$ cat src/rtl/ps2_kbd_ctl_if.sv
// rtl/ps2_kbd_ctl_if.sv - signal bundle between PS/2 datapath, host logic and the keyboard controller
interface ps2_kbd_ctl_if;
    logic [7:0] rx_data;
    logic       rx_valid;
    logic       rx_err;
    logic [7:0] tx_data;
    logic       tx_start;
    logic       tx_busy;
    logic       led_req;
    logic [2:0] led_mask;
    logic [7:0] key_code;
    logic       key_ext;
    logic       key_break;
    logic       key_valid;
    logic       led_busy;
    logic       led_fail;
    logic       kbd_err;

    modport master (
        output rx_data, rx_valid, rx_err, tx_busy, led_req, led_mask,
        input  tx_data, tx_start, key_code, key_ext, key_break, key_valid,
               led_busy, led_fail, kbd_err
    );

    modport slave (
        input  rx_data, rx_valid, rx_err, tx_busy, led_req, led_mask,
        output tx_data, tx_start, key_code, key_ext, key_break, key_valid,
               led_busy, led_fail, kbd_err
    );
endinterface

$ cat src/rtl/ps2_kbd_ctl.sv
// rtl/ps2_kbd_ctl.sv - PS/2 keyboard controller: set-2 key event decoder and LED command sequencer
module ps2_kbd_ctl #(
    parameter int ACK_TIMEOUT = 500000,
    parameter int RETRIES     = 2
) (
    input logic          clk,
    input logic          reset_n,
    ps2_kbd_ctl_if.slave bus
);
    localparam int TW = $clog2(ACK_TIMEOUT + 1);
    localparam int RW = $clog2(RETRIES + 2);

    typedef enum logic [1:0] {P_NONE, P_E0, P_F0, P_E0F0} pfx_t;
    typedef enum logic [1:0] {C_IDLE, C_SEND, C_WAIT, C_DONE} cmd_t;

    pfx_t          pfx;
    logic [7:0]    key_code_q;
    logic          key_ext_q;
    logic          key_break_q;
    logic          key_valid_q;
    logic          kbd_err_q;

    cmd_t          state;
    cmd_t          state_nxt;
    logic          pend;
    logic [2:0]    pend_mask;
    logic [2:0]    mask;
    logic          idx;
    logic [RW-1:0] retry;
    logic [TW-1:0] timer;
    logic [TW-1:0] timer_inc;
    logic          led_fail_q;

    logic          rx_ok;
    logic          is_ack;
    logic          is_nak;
    logic          in_break;
    logic          pfx_err;
    logic          reply_err;
    logic          timeout;
    logic          can_retry;
    logic          tx_start_c;
    logic [7:0]    tx_data_c;
    logic          led_busy_c;

    assign rx_ok     = bus.rx_valid && !bus.rx_err;
    assign is_ack    = rx_ok && (bus.rx_data == 8'hFA);
    assign is_nak    = rx_ok && (bus.rx_data == 8'hFE);
    assign in_break  = (pfx == P_F0) || (pfx == P_E0F0);
    // A second prefix after F0 can never form a valid set-2 sequence
    assign pfx_err   = rx_ok && in_break && ((bus.rx_data == 8'hE0) || (bus.rx_data == 8'hF0));
    assign reply_err = (is_ack || is_nak) && ((state == C_IDLE) || (state == C_SEND));
    assign timer_inc = timer + TW'(1);
    assign timeout   = (state == C_WAIT) && (timer_inc == TW'(ACK_TIMEOUT - 1));
    assign can_retry = retry < RW'(RETRIES);

    always_ff @(posedge clk) begin
        if (!reset_n) begin
            pfx         <= P_NONE;
            key_code_q  <= 8'h00;
            key_ext_q   <= 1'b0;
            key_break_q <= 1'b0;
            key_valid_q <= 1'b0;
            kbd_err_q   <= 1'b0;
        end else begin
            key_valid_q <= 1'b0;
            kbd_err_q   <= bus.rx_err || pfx_err || reply_err;
            if (bus.rx_err) begin
                pfx <= P_NONE;
            end else if (bus.rx_valid) begin
                case (bus.rx_data)
                    8'hE0:        pfx <= in_break ? P_NONE : P_E0;
                    8'hF0:        pfx <= in_break ? P_NONE : ((pfx == P_E0) ? P_E0F0 : P_F0);
                    8'hFA, 8'hFE: pfx <= pfx;
                    8'hAA, 8'hFC: pfx <= P_NONE;
                    default: begin
                        key_valid_q <= 1'b1;
                        key_code_q  <= bus.rx_data;
                        key_ext_q   <= (pfx == P_E0) || (pfx == P_E0F0);
                        key_break_q <= in_break;
                        pfx         <= P_NONE;
                    end
                endcase
            end
        end
    end

    always_ff @(posedge clk) begin
        if (!reset_n) begin
            state <= C_IDLE;
        end else begin
            state <= state_nxt;
        end
    end

    always_comb begin
        state_nxt = state;
        case (state)
            C_IDLE: if (pend) state_nxt = C_SEND;
            C_SEND: if (!bus.tx_busy) state_nxt = C_WAIT;
            C_WAIT: begin
                if (is_ack) begin
                    state_nxt = idx ? C_DONE : C_SEND;
                end else if (is_nak || timeout) begin
                    state_nxt = can_retry ? C_SEND : C_DONE;
                end
            end
            C_DONE: state_nxt = C_IDLE;
            default: state_nxt = C_IDLE;
        endcase
    end

    always_comb begin
        tx_start_c = 1'b0;
        tx_data_c  = 8'h00;
        led_busy_c = 1'b1;
        case (state)
            C_IDLE: led_busy_c = pend;
            C_SEND: begin
                tx_start_c = !bus.tx_busy;
                tx_data_c  = idx ? {5'b00000, mask} : 8'hED;
            end
            default: ;
        endcase
    end

    always_ff @(posedge clk) begin
        if (!reset_n) begin
            pend       <= 1'b0;
            pend_mask  <= 3'b000;
            mask       <= 3'b000;
            idx        <= 1'b0;
            retry      <= '0;
            timer      <= '0;
            led_fail_q <= 1'b0;
        end else begin
            if ((state == C_IDLE) && pend) begin
                mask       <= pend_mask;
                idx        <= 1'b0;
                pend       <= 1'b0;
                led_fail_q <= 1'b0;
            end
            // A request arriving while busy overwrites whatever is still queued
            if (bus.led_req) begin
                pend      <= 1'b1;
                pend_mask <= bus.led_mask;
                if (state == C_IDLE) led_fail_q <= 1'b0;
            end
            case (state)
                C_SEND: if (!bus.tx_busy) timer <= '0;
                C_WAIT: begin
                    timer <= timer_inc;
                    if (is_ack) begin
                        if (!idx) begin
                            idx   <= 1'b1;
                            retry <= '0;
                        end
                    end else if (is_nak || timeout) begin
                        if (can_retry) retry <= retry + RW'(1);
                        else led_fail_q <= 1'b1;
                    end
                end
                C_DONE: retry <= '0;
                default: ;
            endcase
        end
    end

    assign bus.key_code  = key_code_q;
    assign bus.key_ext   = key_ext_q;
    assign bus.key_break = key_break_q;
    assign bus.key_valid = key_valid_q;
    assign bus.kbd_err   = kbd_err_q;
    assign bus.tx_start  = tx_start_c;
    assign bus.tx_data   = tx_data_c;
    assign bus.led_busy  = led_busy_c;
    assign bus.led_fail  = led_fail_q;
endmodule

$ cat src/flat_wrapper.sv
// flat-port wrapper written by rule: the top's interface ports become plain ports
module ps2_kbd_ctl_flat 
#(
    parameter int ACK_TIMEOUT = 500000,
    parameter int RETRIES     = 2
)
  (clk, reset_n, bus_rx_data, bus_rx_valid, bus_rx_err, bus_tx_busy, bus_led_req, bus_led_mask, bus_tx_data, bus_tx_start, bus_key_code, bus_key_ext, bus_key_break, bus_key_valid, bus_led_busy, bus_led_fail, bus_kbd_err);
  ps2_kbd_ctl_if bus_i ();
  input logic clk;
  input logic reset_n;
  input wire logic [$bits(bus_i.rx_data)-1:0] bus_rx_data;
  input wire logic [$bits(bus_i.rx_valid)-1:0] bus_rx_valid;
  input wire logic [$bits(bus_i.rx_err)-1:0] bus_rx_err;
  input wire logic [$bits(bus_i.tx_busy)-1:0] bus_tx_busy;
  input wire logic [$bits(bus_i.led_req)-1:0] bus_led_req;
  input wire logic [$bits(bus_i.led_mask)-1:0] bus_led_mask;
  output wire logic [$bits(bus_i.tx_data)-1:0] bus_tx_data;
  output wire logic [$bits(bus_i.tx_start)-1:0] bus_tx_start;
  output wire logic [$bits(bus_i.key_code)-1:0] bus_key_code;
  output wire logic [$bits(bus_i.key_ext)-1:0] bus_key_ext;
  output wire logic [$bits(bus_i.key_break)-1:0] bus_key_break;
  output wire logic [$bits(bus_i.key_valid)-1:0] bus_key_valid;
  output wire logic [$bits(bus_i.led_busy)-1:0] bus_led_busy;
  output wire logic [$bits(bus_i.led_fail)-1:0] bus_led_fail;
  output wire logic [$bits(bus_i.kbd_err)-1:0] bus_kbd_err;
  assign bus_i.rx_data = bus_rx_data;
  assign bus_i.rx_valid = bus_rx_valid;
  assign bus_i.rx_err = bus_rx_err;
  assign bus_i.tx_busy = bus_tx_busy;
  assign bus_i.led_req = bus_led_req;
  assign bus_i.led_mask = bus_led_mask;
  assign bus_tx_data = bus_i.tx_data;
  assign bus_tx_start = bus_i.tx_start;
  assign bus_key_code = bus_i.key_code;
  assign bus_key_ext = bus_i.key_ext;
  assign bus_key_break = bus_i.key_break;
  assign bus_key_valid = bus_i.key_valid;
  assign bus_led_busy = bus_i.led_busy;
  assign bus_led_fail = bus_i.led_fail;
  assign bus_kbd_err = bus_i.kbd_err;
  ps2_kbd_ctl #(.ACK_TIMEOUT(ACK_TIMEOUT), .RETRIES(RETRIES)) u_core (.clk(clk), .reset_n(reset_n), .bus(bus_i));
endmodule
$ cat config.mk
export PLATFORM = sky130hd
export DESIGN_NAME = ps2_kbd_ctl_flat
export DESIGN_NICKNAME = d
export VERILOG_FILES = /design/src/rtl/ps2_kbd_ctl_if.sv /design/src/rtl/ps2_kbd_ctl.sv /design/src/flat_wrapper.sv
export SDC_FILE = /design/constraint.sdc
export NUM_CORES = 1
export LEC_CHECK = 0
export ABC_CLOCK_PERIOD_IN_PS = 2700
export CORE_MARGIN = 2
export CORE_UTILIZATION = 46
export DETAILED_ROUTE_END_ITERATION = 7
export PLACE_DENSITY = 0.7
export SLEW_MARGIN = 20
export SYNTH_ARGS = -nofsm -noshare
export SYNTH_HDL_FRONTEND = slang
export SYNTH_SLANG_ARGS = --single-unit
$ cat constraint.sdc
create_clock -name clk -period 2.7 [get_ports clk]
set_clock_uncertainty 0.05 [all_clocks]
set_input_delay 0.405 -clock clk [delete_from_list [all_inputs] [get_ports clk]]
set_output_delay 0.405 -clock clk [all_outputs]
set_load 0.03 [all_outputs]
-- Word-level counts from Yosys, hierarchy flattened
Index checks and enable logic that the tools add are counted.
- register bits: 46
- latch bits: 0
- bits in writable memories: 0
- ROM bits: 0
- input bits: 17
- output and inout port bits: 23
- word-level logic and storage cells: 107
- memories kept: 0
- add/sub/neg operators: 2
- $mul: 0
- div/mod/pow operators: 0
- magnitude comparators: 1
- equal/unequal tests: 18
- shifts and indexed selects: 0
- mux-type cells: 36
- bitwise logic cells: 5
- reduce and logical (&&, ||, !) cells: 31
- operators with widths (operator ; number):
    $eq A8 B8 Y1 const B ; 6
    $pmux W19 S2 ; 1
    $mux W2 ; 11
    $add A19 B1 Y19 const B ; 1
    $eq A19 B19 Y1 const B ; 1
    $mux W19 ; 1
    $mux W1 ; 18
    $mux W8 ; 2
    $eq A2 B2 Y1 const B ; 4
    $logic_and A1 B1 Y1 ; 8
    $logic_or A1 B1 Y1 ; 8
    $pmux W2 S4 ; 1
    $pmux W2 S3 ; 1
    $reduce_and A3 Y1 ; 2
    $reduce_bool A2 Y1 ; 3
    $reduce_or A6 Y1 ; 1
    $not A1 Y1 ; 5
    $eq A2 B1 Y1 const B ; 2
    $pmux W2 S2 ; 1
    $reduce_and A2 Y1 ; 2
    $reduce_and A4 Y1 ; 1
    $reduce_or A2 Y1 ; 2
    $ne A3 B1 Y1 const B ; 1
    $ne A3 B2 Y1 const B ; 1
    8 further kinds ; 9

-- Longest topological paths before layout
- word-level depth: 9
- depth in mapped cells: 9
- depth with buffers taken out: 9

-- Worst setup path after synthesis
Ideal clock, no wire load.
- kind: register to register
- start point: register u_core.timer[0]
- end point: register u_core.retry[0]
- library setup time: 0.132 ns
- data arrival time: 2.040 ns
- required time: 2.518 ns
- slack: 0.478 ns
- cell stages (with the launch flop): 9
- path buffers: 0
- clock period less this slack: 2.222 ns
- cells stage by stage: dfxtp_1 -> ha_1 -> nand3_1 -> nor4_4 -> and3_1 -> o22ai_1 -> or3_4 -> o31ai_1 -> o211ai_1
- longest elaborated chain between the ends: 6
- RTL lines (item ; line ; text):
    start, declared ; ps2_kbd_ctl.sv:30 ; logic [TW-1:0] timer;
    start signal, assigned ; ps2_kbd_ctl.sv:152 ; timer <= timer_inc;
    $add A19 B1 Y19 ; ps2_kbd_ctl.sv:53 ; assign timer_inc = timer + TW'(1);
    $eq A19 B19 Y1 ; ps2_kbd_ctl.sv:54 ; assign timeout = (state == C_WAIT) && (timer_inc == TW'(ACK_TIMEOUT - 1));
    $logic_and A1 B1 Y1 ; ps2_kbd_ctl.sv:54 ;
    $logic_or A1 B1 Y1 ; ps2_kbd_ctl.sv:158 ; end else if (is_nak || timeout) begin
    $ne A3 B2 Y1 (no source line) ; n/a ;
    $reduce_and A4 Y1 (no source line) ; n/a ;
    end signal, assigned ; ps2_kbd_ctl.sv:159 ; if (can_retry) retry <= retry + RW'(1);
    end, declared ; ps2_kbd_ctl.sv:29 ; logic [RW-1:0] retry;
Every way passes these cells.
A chain may end at the register's enable or synchronous reset.

-- Worst setup path after layout
- start point: register u_core.state[0]
- end point: output port bus_tx_data[7]
- longest elaborated chain between the ends: 2
- RTL lines (item ; line ; text):
    start, declared ; ps2_kbd_ctl.sv:23 ; cmd_t state;
    start signal, assigned ; ps2_kbd_ctl.sv:92 ; state <= state_nxt;
    $eq A2 B1 Y1 ; ps2_kbd_ctl.sv:117 ; case (state)
    $mux W8 ; ps2_kbd_ctl.sv:117 ;
    end, declared ; flat_wrapper.sv:17 ; output wire logic [$bits(bus_i.tx_data)-1:0] bus_tx_data;
Every way passes these cells.

==> metrics.cfg <==
[status]
run_status=finished clean

[sta]
post-route-period-util=0.899
post-route-min-period_ps=2430
finalSetupTns_ps=0
fmax_ghz=0.412
tightestPinTransition_ps=549
final_hold_viol_count=0
timing.final.max_slew_violations=0
setup_viol=0
rsz0062_at_grt=no
maxSlewHeadroom=0.633

[cells_and_area]
layout.cells.most_common_list=46 x dfxtp_1, 38 x clkdlybuf4s50_1, 31 x nand2_1
num_antenna_cells=0
nets=375
final_core_util=0.578
multi_input_area_sq_mm=0.00160
drive_gt1_frac=0.0815
layout.cells.most_common=dfxtp_1
layout.filler_cells=507
ff_latch_area_sq_um=921
syn2layout_area_growth_pct=20.4

[floorplan]
die_y_microns=80.0
floorplan.die_area_sq_mm=0.00640
initial_core_util=0.480
dieWidth_microns=80.0
std_cell_rows=27
fp.coreArea_sq_mm=0.00554
floorplan.io_pins=40

[route]
count_of_unresolved_drc_violations_after_routing=0
viasPerCell=5.63
initialDrtViolationCount=103
avgRoutedWirePerCell_microns=13.7
route.vias.total=2408
drt-pass1-iter-count=4
drt-total-wl_mm=5.88
route.antenna.remaining_nets=0

[cts]
cts.repair.resized=0
cts_htree_levels=2
clk_pin_slew_worst_paths_ps=80
hold_buffers=0
tritoncts=built
tritoncts_num_sinks=46
clock_latency_ps=300
post_cts.repair.setup_buffers=0
tritoncts.num_buffers=5
clock_tree.buffer_depth=2
clock_tree.root_cell=clkbuf_8

[setup_path]
timing.critical_path.slowest_stage_cell=clkdlybuf4s50_1
cpPeakStageDelay_ps=710
reg2regPathDepth=8
end_kind=primary output
worstPathArrival_ps=1970
worst_ep_required_time_ps=2250
critical_path.startpoint_type=register
timing_worst_setup_path_type=reg2out
timing.critical_path.from=u_core.state[0]
ff2ff_setup_slack_ps=310
crit-reg2reg-capture=u_core.retry[0]
rr_startpoint=u_core.timer[0]
path_max_fanout=11
crit_path_to=bus_tx_data[7]
worstPathCellList=nand2b_1 > nor2_1 > clkdlybuf4s50_1

[synthesis]
ys_seq_area_frac=0.346
netlist_instances=327
synthFlopType=dfxtp_1
synth.net_count=346
yosys_warnings=0
synth_seq_cells=46
async_reset_ff_frac=0
synth.lib_cells_used.distinct=53
edff_count_synth=0
synthesis.area_per_instance_sq_um=8.13
synth.cell_area_sq_mm=0.00266

[global_route]
pin_count_of_the_biggest_net_entering_global_routing=31
vias_in_the_first_global_route=2241
grt_antenna_before_repair=0
grt_usage=0.198
grt.overflow.total=0
global_route_wire_length_before_repair_mm=10.2

[pwr]
p_per_area_mw_per_mm2=447
vdd_drop_max_uv=252
leakagePower_nw=1.15

[place]
gp_routability_congestion=0.861
detailed_place_hpwl_mm=4.10
port_buffers=38

[flow_run]
max-cap-violations=0

[min_path]
worst_hold_path_type=reg2reg

[critical path: cells and delay by family (launching register included)]
| family | cells | cell delay, ps |
|---|---|---|
| buffers and inverters | 1 | 710 |
| DFF | 1 | 520 |
| and+or+nand+nor | 2 | 440 |
[how the worst min path moves through the flow]
stage	from	endpoint	slack (ps)	depth (start not counted)
final	u_core.mask[0]	u_core.mask[0]	410	2
after global routing	u_core.mask[1]	u_core.mask[1]	470	2
after CTS	u_core.mask[0]	u_core.mask[0]	420	2
after detailed placement	u_core.mask[0]	u_core.mask[0]	410	2
after global placement	u_core.mask[2]	u_core.mask[2]	400	2
after floorplan	u_core.mask[0]	u_core.mask[0]	390	2
[power breakdown]
| group | internal, mW | switching (mW) | leakage, nW |
|---|---|---|---|
| logic | 0.0873 | 0.106 | 0.719 |
| clock network | 0.297 | 0.235 | 0.0573 |
| registers | 0.692 | 0.0125 | 0.373 |
| total | 1.08 | 0.353 | 1.15 |
[cell usage after synthesis, types with 6 or more instances]
cell type / count / share of area
nor2b_1: 22 / 0.052
and2_1: 8 / 0.019
nand3_1: 13 / 0.024
a21boi_0: 11 / 0.031
nand4_1: 10 / 0.024
nand2_1: 31 / 0.044
nor3_1: 11 / 0.021
o21ai_0: 17 / 0.032
nor2_1: 17 / 0.024
a21oi_1: 15 / 0.028
and3_1: 6 / 0.014
inv_1: 6 / 0.0085
mux2i_1: 13 / 0.049
clkbuf_1: 14 / 0.020
dfxtp_1: 46 / 0.35
[logic make-up after synthesis]
kind of cell / count (synthesis) / synth area share
and+or+nand+nor: 152 / 0.339
adders and majority gates: 2 / 0.00941
AOI/OAI and AO/OA: 74 / 0.177
muxes: 13 / 0.0489
xor gates and xnor gates: 7 / 0.0231
DFF: 46 / 0.346
buffers and inverters: 32 / 0.0546
other: 1 / 0.00141
[cell type report]
cell class              count  share of cell area
well taps                  72              0.0281
clock inverters             1             0.00938
repair buffers             48               0.142
multi-input cells         249               0.500
inverters                   6             0.00704
flip-flops and latches     46               0.288
clock buffers               6              0.0258
[registers in the layout (all words and copies together) (netlist names), 2 cells and up]
name                 flops
u_core.pend_mask         3
u_core.state             2
u_core.mask              3
u_core.pfx               2
u_core.bus.key_code      8
u_core.retry             2
u_core.timer            19
[per-layer routing]
metal  up-vias  global-route usage  routed length [microns]
met2        67               0.314                     2760
met1      1107               0.259                     2740
met4         0              0.0763                       70
met5         -                   0                        0
met3         5              0.0475                      310
li1       1229                   -                        -
[metrics by stage]
step	area, sq um	instances	power (mW)	hold WS (ps)	worst slack (ps)
6_report	3200	428	1.43	414	273
5_1_grt	3200	428	1.49	466	90.6
4_1_cts	3200	428	1.45	419	245
3_5_place_dp	3090	421	0.915	407	195
3_3_place_gp	3090	421	0.913	403	270
2_1_floorplan	2660	327	0.835	393	478
Note: power is estimated with default switching activity, not from simulation.
